==> config.mk <==
export PLATFORM = sky130hd
export DESIGN_NAME = exec_stage_mc_flat
export DESIGN_NICKNAME = d
export VERILOG_FILES = /design/src/rtl/exec_stage_mc_if.sv /design/src/rtl/exec_stage_mc.sv /design/src/flat_wrapper.sv
export SDC_FILE = /design/constraint.sdc
export NUM_CORES = 2
export LEC_CHECK = 0
export ABC_AREA = 1
export CAP_MARGIN = 20
export CORE_ASPECT_RATIO = 0.5
export CORE_MARGIN = 5
export CORE_UTILIZATION = 48
export CTS_CLUSTER_DIAMETER = 60
export DETAILED_ROUTE_END_ITERATION = 7
export HOLD_SLACK_MARGIN = 0.05
export PLACE_DENSITY = 0.77
export SETUP_SLACK_MARGIN = 0.15
export SYNTH_ARGS = -nofsm -noshare
export SYNTH_HDL_FRONTEND = slang
export SYNTH_SLANG_ARGS = --single-unit
export TNS_END_PERCENT = 100
==> constraint.sdc <==
create_clock -name clk -period 8 [get_ports clk]
set_input_delay 2 -clock clk [delete_from_list [all_inputs] [get_ports clk]]
set_output_delay 2 -clock clk [all_outputs]
set_load 0.1 [all_outputs]
==> src/rtl/exec_stage_mc_if.sv <==
// rtl/exec_stage_mc_if.sv - operand/control bundle and result bundle of the execute stage
interface exec_stage_mc_if;
    logic        flush;
    logic        valid_in;
    logic        is_mul;
    logic        mem_read_en;
    logic        mem_write_en;
    logic        imm;
    logic [1:0]  sel_src1;
    logic [1:0]  sel_src2;
    logic [3:0]  alu_command;
    logic [3:0]  status;
    logic [11:0] shift_operand;
    logic [23:0] signed_imm;
    logic [31:0] pc;
    logic [31:0] val_rn;
    logic [31:0] val_rm;
    logic [31:0] val_ra;
    logic [31:0] ex_alu_res;
    logic [31:0] wb_value;
    logic        stall_out;
    logic        valid_out;
    logic [31:0] alu_res;
    logic [31:0] branch_address;
    logic [31:0] val2_out;
    logic [3:0]  status_out;

    modport master (
        output flush, valid_in, is_mul, mem_read_en, mem_write_en, imm,
               sel_src1, sel_src2, alu_command, status, shift_operand, signed_imm,
               pc, val_rn, val_rm, val_ra, ex_alu_res, wb_value,
        input  stall_out, valid_out, alu_res, branch_address, val2_out, status_out
    );

    modport slave (
        input  flush, valid_in, is_mul, mem_read_en, mem_write_en, imm,
               sel_src1, sel_src2, alu_command, status, shift_operand, signed_imm,
               pc, val_rn, val_rm, val_ra, ex_alu_res, wb_value,
        output stall_out, valid_out, alu_res, branch_address, val2_out, status_out
    );
endinterface

==> src/rtl/exec_stage_mc.sv <==
// rtl/exec_stage_mc.sv - execute stage: 1-cycle ALU plus iterative multiplier (EXEC_MLA_EN adds accumulate)
module exec_stage_mc #(
    parameter int MUL_STEP = 4
) (
    input logic           clk,
    input logic           rst,
    exec_stage_mc_if.slave bus
);
    localparam int ITER = 32 / MUL_STEP;
    localparam logic [1:0] IDLE = 2'd0;
    localparam logic [1:0] BUSY = 2'd1;
    localparam logic [1:0] DONE = 2'd2;

    logic [1:0]  state;
    logic [4:0]  cnt;
    logic [31:0] op1, op2, val2, alu_out;
    logic [31:0] mcand, mplier, acc, acc_init, partial;
    logic [1:0]  mul_cv;
    logic [31:0] addend;
    logic [32:0] sum;
    logic        carry_in, use_adder, flag_c, flag_v;
    logic [4:0]  sh_amt;

    function automatic logic [31:0] ror32(input logic [31:0] x, input logic [4:0] r);
        return (x >> r) | (x << (6'd32 - {1'b0, r}));
    endfunction

    always_comb begin
        case (bus.sel_src1)
            2'd1:    op1 = bus.ex_alu_res;
            2'd2:    op1 = bus.wb_value;
            default: op1 = bus.val_rn;
        endcase
        case (bus.sel_src2)
            2'd1:    op2 = bus.ex_alu_res;
            2'd2:    op2 = bus.wb_value;
            default: op2 = bus.val_rm;
        endcase
    end

    // Memory ops take the raw 12-bit offset; otherwise rotated immediate or shifted register.
    assign sh_amt = bus.shift_operand[11:7];
    always_comb begin
        val2 = op2;
        if (bus.mem_read_en | bus.mem_write_en)
            val2 = {20'b0, bus.shift_operand};
        else if (bus.imm)
            val2 = ror32({24'b0, bus.shift_operand[7:0]}, {bus.shift_operand[11:8], 1'b0});
        else begin
            case (bus.shift_operand[6:5])
                2'd0:    val2 = op2 << sh_amt;
                2'd1:    val2 = op2 >> sh_amt;
                2'd2:    val2 = $unsigned($signed(op2) >>> sh_amt);
                default: val2 = ror32(op2, sh_amt);
            endcase
        end
    end

    // Subtracts run through the adder as op1 + ~val2 + carry so C is the ARM not-borrow.
    always_comb begin
        addend    = val2;
        carry_in  = 1'b0;
        use_adder = 1'b0;
        alu_out   = 32'b0;
        flag_c    = bus.status[1];
        flag_v    = bus.status[0];
        case (bus.alu_command)
            4'b0001: alu_out = val2;
            4'b1001: alu_out = ~val2;
            4'b0010: use_adder = 1'b1;
            4'b0011: begin use_adder = 1'b1; carry_in = bus.status[1]; end
            4'b0100: begin use_adder = 1'b1; addend = ~val2; carry_in = 1'b1; end
            4'b0101: begin use_adder = 1'b1; addend = ~val2; carry_in = bus.status[1]; end
            4'b0110: alu_out = op1 & val2;
            4'b0111: alu_out = op1 | val2;
            4'b1000: alu_out = op1 ^ val2;
            default: alu_out = 32'b0;
        endcase
        sum = {1'b0, op1} + {1'b0, addend} + {32'b0, carry_in};
        if (use_adder) begin
            alu_out = sum[31:0];
            flag_c  = sum[32];
            flag_v  = (op1[31] == addend[31]) & (sum[31] != op1[31]);
        end
    end

`ifdef EXEC_MLA_EN
    assign acc_init = bus.val_ra;
`else
    assign acc_init = 32'b0;
`endif

    assign partial = mcand * {{(32 - MUL_STEP){1'b0}}, mplier[MUL_STEP-1:0]};

    assign bus.stall_out = (state == BUSY) | ((state == IDLE) & bus.valid_in & bus.is_mul);

    always_ff @(posedge clk or posedge rst) begin
        if (rst) begin
            state              <= IDLE;
            cnt                <= 5'd0;
            acc                <= 32'b0;
            mcand              <= 32'b0;
            mplier             <= 32'b0;
            mul_cv             <= 2'b0;
            bus.valid_out      <= 1'b0;
            bus.alu_res        <= 32'b0;
            bus.branch_address <= 32'b0;
            bus.val2_out       <= 32'b0;
            bus.status_out     <= 4'b0;
        end else begin
            bus.valid_out <= 1'b0;
            if (bus.flush) begin
                state <= IDLE;
            end else begin
                case (state)
                    IDLE: begin
                        if (bus.valid_in && bus.is_mul) begin
                            mcand  <= op1;
                            mplier <= op2;
                            acc    <= acc_init;
                            cnt    <= 5'd0;
                            mul_cv <= bus.status[1:0];
                            state  <= BUSY;
                        end else if (bus.valid_in) begin
                            bus.alu_res        <= alu_out;
                            bus.status_out     <= {alu_out[31], alu_out == 32'b0, flag_c, flag_v};
                            bus.val2_out       <= op2;
                            bus.branch_address <= bus.pc + {{6{bus.signed_imm[23]}}, bus.signed_imm, 2'b00};
                            bus.valid_out      <= 1'b1;
                        end
                    end
                    BUSY: begin
                        acc    <= acc + partial;
                        mcand  <= mcand << MUL_STEP;
                        mplier <= mplier >> MUL_STEP;
                        cnt    <= cnt + 5'd1;
                        if (cnt == 5'(ITER - 1))
                            state <= DONE;
                    end
                    DONE: begin
                        bus.alu_res    <= acc;
                        bus.status_out <= {acc[31], acc == 32'b0, mul_cv};
                        bus.valid_out  <= 1'b1;
                        state          <= IDLE;
                    end
                    default: state <= IDLE;
                endcase
            end
        end
    end
endmodule

==> src/flat_wrapper.sv <==
// flat-port wrapper written by rule: the top's interface ports become plain ports
module exec_stage_mc_flat 
#(
    parameter int MUL_STEP = 4
)
  (clk, rst, bus_flush, bus_valid_in, bus_is_mul, bus_mem_read_en, bus_mem_write_en, bus_imm, bus_sel_src1, bus_sel_src2, bus_alu_command, bus_status, bus_shift_operand, bus_signed_imm, bus_pc, bus_val_rn, bus_val_rm, bus_val_ra, bus_ex_alu_res, bus_wb_value, bus_stall_out, bus_valid_out, bus_alu_res, bus_branch_address, bus_val2_out, bus_status_out);
  exec_stage_mc_if bus_i ();
  input logic clk;
  input logic rst;
  input wire logic [$bits(bus_i.flush)-1:0] bus_flush;
  input wire logic [$bits(bus_i.valid_in)-1:0] bus_valid_in;
  input wire logic [$bits(bus_i.is_mul)-1:0] bus_is_mul;
  input wire logic [$bits(bus_i.mem_read_en)-1:0] bus_mem_read_en;
  input wire logic [$bits(bus_i.mem_write_en)-1:0] bus_mem_write_en;
  input wire logic [$bits(bus_i.imm)-1:0] bus_imm;
  input wire logic [$bits(bus_i.sel_src1)-1:0] bus_sel_src1;
  input wire logic [$bits(bus_i.sel_src2)-1:0] bus_sel_src2;
  input wire logic [$bits(bus_i.alu_command)-1:0] bus_alu_command;
  input wire logic [$bits(bus_i.status)-1:0] bus_status;
  input wire logic [$bits(bus_i.shift_operand)-1:0] bus_shift_operand;
  input wire logic [$bits(bus_i.signed_imm)-1:0] bus_signed_imm;
  input wire logic [$bits(bus_i.pc)-1:0] bus_pc;
  input wire logic [$bits(bus_i.val_rn)-1:0] bus_val_rn;
  input wire logic [$bits(bus_i.val_rm)-1:0] bus_val_rm;
  input wire logic [$bits(bus_i.val_ra)-1:0] bus_val_ra;
  input wire logic [$bits(bus_i.ex_alu_res)-1:0] bus_ex_alu_res;
  input wire logic [$bits(bus_i.wb_value)-1:0] bus_wb_value;
  output wire logic [$bits(bus_i.stall_out)-1:0] bus_stall_out;
  output wire logic [$bits(bus_i.valid_out)-1:0] bus_valid_out;
  output wire logic [$bits(bus_i.alu_res)-1:0] bus_alu_res;
  output wire logic [$bits(bus_i.branch_address)-1:0] bus_branch_address;
  output wire logic [$bits(bus_i.val2_out)-1:0] bus_val2_out;
  output wire logic [$bits(bus_i.status_out)-1:0] bus_status_out;
  assign bus_i.flush = bus_flush;
  assign bus_i.valid_in = bus_valid_in;
  assign bus_i.is_mul = bus_is_mul;
  assign bus_i.mem_read_en = bus_mem_read_en;
  assign bus_i.mem_write_en = bus_mem_write_en;
  assign bus_i.imm = bus_imm;
  assign bus_i.sel_src1 = bus_sel_src1;
  assign bus_i.sel_src2 = bus_sel_src2;
  assign bus_i.alu_command = bus_alu_command;
  assign bus_i.status = bus_status;
  assign bus_i.shift_operand = bus_shift_operand;
  assign bus_i.signed_imm = bus_signed_imm;
  assign bus_i.pc = bus_pc;
  assign bus_i.val_rn = bus_val_rn;
  assign bus_i.val_rm = bus_val_rm;
  assign bus_i.val_ra = bus_val_ra;
  assign bus_i.ex_alu_res = bus_ex_alu_res;
  assign bus_i.wb_value = bus_wb_value;
  assign bus_stall_out = bus_i.stall_out;
  assign bus_valid_out = bus_i.valid_out;
  assign bus_alu_res = bus_i.alu_res;
  assign bus_branch_address = bus_i.branch_address;
  assign bus_val2_out = bus_i.val2_out;
  assign bus_status_out = bus_i.status_out;
  exec_stage_mc #(.MUL_STEP(MUL_STEP)) u_core (.clk(clk), .rst(rst), .bus(bus_i));
endmodule
==> summary.md <==
| Metric | Value |
|---|---|
| Yosys warning count | `0` |
| Layout Utilization | `60.5%` |
| Detail Placement HPWL | `101 mm` |
| CTS root buf | `clkbuf_16` |
| Cell mode on critical path | `nand2_1` |
| Vias | `32.8k` |
| F_max | `134 MHz` |
| Most used DFF post-synth | `dfrtp_1` |
| Post-route insts no fill | `5466` |
| Post-Syn Area per Cell | `6.39 sq um` |
| GPL Wtd Cong | `1.06` |
| CTS buffer count | `23` |
| Vias per cell | `6.00` |
| Wire length of the first global-routing pass | `187 mm` |
| # DRC | `0` |
| Hold Vio Cnt, Final | `0` |
| Tcrit/Tclk final | `93.6%` |
| Yosys top cell area share | `18.9%` |
| Slowest stage delay, CP | `0.48 ns` |
| Crit path time final | `7.49 ns` |
| Final net count | `5200` |
| Gate Count Post-Synth | `4247` |
| Power per cell area | `308 nW/um^2` |
| Total die area | `61700 sq um` |
| Register-to-Register Path Depth | `27` |
| Yosys top cell by area | `dfrtp_1` |
| Startpoint Class | `primary input` |
| Placeable Area | `55700 sq um` |
| Chip width | `346 microns` |
| Largest net degree at the start of global routing | `89` |
| RSZ-0062 raised after global routing | `false` |
| Number of port buffers | `315` |
| Hold Crit Class | `reg2reg` |
| # setup viols final | `0` |
| Leakage | `17.0 nW` |
| Crit path kind | `in2reg` |
| 1st-iter DRT viols | `4618` |
| Postcts setup bufs | `0` |
| Clk pin slew, worst setup/hold paths | `0.06 ns` |
| Cell area after synthesis | `27100 sq um` |
| Ant. Diodes | `0` |
| Total Power | `10.4 mW` |
| Peak VDD IR | `0.000246 V` |
| Area contributors post-synth | `dfrtp_1 19%, nand2_1 16%, nand3_1 10%` |
| Worst skew pair latency | `0.56 ns` |
| Area growth from synthesis to layout | `24.2%` |
| Sinks on Clock Net | `205` |
| CP Capture Type | `flip-flop` |
| Worst-Margin Slew | `1.10 ns` |
| Worst EP arrival | `7.98 ns` |
| CP max FO | `28` |
| Post-cts gate resize count | `0` |
| Die H | `178 microns` |
| Clock buffer depth | `3` |
| Routed wire length | `125 mm` |
| Hold Path Depth | `2` |
| 1st-pass router iterations | `7` |
| Initial antenna violation count | `2` |
| Relative slew slack | `26.6%` |
| Site Rows | `61` |
| Htree depth | `1` |
| Ports | `350` |
| Max Cap Violations | `0` |
| Layout cells sized above 1 | `13.2%` |
| FF+latch count, synth | `205` |
| Setup slack at placement | `-0.0326 ns` |
| CTS tree | `done` |
| Hold buffer count at cts | `0` |
| Async SR Flop Fraction | `100%` |
| Slowest CP cell | `clkdlybuf4s50_1` |
| Filler cell count | `5243` |
| Number of synthesized flops with an enable pin | `0` |
| Post-synthesis sequential area ratio | `18.9%` |
| Wirelength per Cell | `22.9 microns` |
| Worst hold slack | `0.468 ns` |
| Most frequent cell after synthesis | `nand2_1` |
| Post-synth cell types | `64` |
| PnR worst setup slack | `0.511 ns` |
| Initial Util | `48.7%` |
| Total GRT Usage | `39.2%` |
| Clock Skews | `0.0218 ns` |
| ANT nets after route | `0` |
| Number of instances in the placed design | `5427` |
| Top post-synthesis cells by count | `1187 x nand2_1, 544 x nand3_1, 372 x inv_1, 301 x a21oi_1, 274 x nor2_1` |
| Vias in the first global route | `30.5k` |
| Post-synth net total | `4751` |
| Required @ worst endpoint | `8.49 ns` |
| Fin. max-slew vios | `0` |
| Grt ovf | `0` |
| Outcome | `complete, no violations` |
## final timing paths
path	slack, ns	start	end
max	0.51	bus_sel_src2[0]	u_core.bus.status_out[2]
min	0.47	u_core.mul_cv[1]	u_core.mul_cv[1]
max reg2reg	2.03	u_core.mplier[1]	u_core.acc[29]
min reg2reg	0.47	u_core.mul_cv[1]	u_core.mul_cv[1]
max in group asynchronous	4.65	rst	u_core.bus.alu_res[9]
min in group asynchronous	1.96	rst	u_core.mplier[6]
## area by class of cell
cell class,count,area (sq um),area share (%)
Multi-Input combinational cell,3414,19400,57.7
Tap cell,756,946,2.81
Timing Repair Buffer,645,5840,17.3
Clock inverter,12,181,0.538
Clock buffer,27,611,1.81
Inverter,407,1550,4.59
Sequential cell,205,5130,15.2
## routing by layer
layer  share of wire, %  GRT usage, %  wire length, microns  up-vias
met5             0.0080             0                    10        -
met4                4.6          14.9                  5760        2
met3                 11          7.72                 13600      303
met2                 43          60.6                 53500     1900
met1                 42          54.6                 52400    15600
li1                   -             -                     -    15000
## stage by stage
step / cell area (sq um) / TNS, ns
after floorplan: 27100 / 0
after global placement: 32900 / -0.0313
after detailed placement: 32900 / -0.0326
after CTS: 33700 / 0
after global routing: 33700 / 0
final: 33700 / 0
## state kept, by name, summed over array words and instances, names as in the netlist
register and count:
u_core.acc 32, u_core.bus.branch_address 32, u_core.bus.val2_out 32, u_core.mcand 32
u_core.mplier 32, u_core.bus.alu_res 31, u_core.cnt 5, u_core.bus.status_out 4
u_core.mul_cv 2, u_core.state 2, u_core.bus.valid_out 1
## cell usage in the layout (no fill, tap or decap), drive strengths merged, types with 27 or more instances in the layout
cell type      instances
nand2               1279
nand3                601
inv                  401
buf                  334
clkdlybuf4s50        311
a21oi                301
nor2                 293
o21ai                286
dfrtp                205
ha                   167
fa                    89
or2                   54
nand4                 46
xor2                  44
a31oi                 43
a221oi                35
nor3                  34
a221o                 32
clkbuf                27
## power by group
group | switching [mW] | internal [mW] | total, mW
Combinational | 5.00 | 2.54 | 7.54
Clock | 0.502 | 0.678 | 1.18
Sequential | 0.326 | 1.34 | 1.67
## kinds of logic after synthesis
group | after synthesis | synth area share, %
flops | 205 | 18.9
simple gates | 2326 | 39.0
compound gates | 775 | 16.3
xor+xnor | 57 | 1.84
fa+ha+maj | 256 | 14.3
buf+inv | 628 | 9.66
## worst max-delay path: cells and delay by family
family | cells | cell delay (ns)
XOR/XNOR | 1 | 0.17
AO/OA/AOI/OAI | 4 | 0.97
AND/OR/NAND/NOR | 28 | 3.27
buffers and inverters | 5 | 0.83
adder cells (fa/ha/maj) | 2 | 0.72
(Power assumes the default switching activity.)
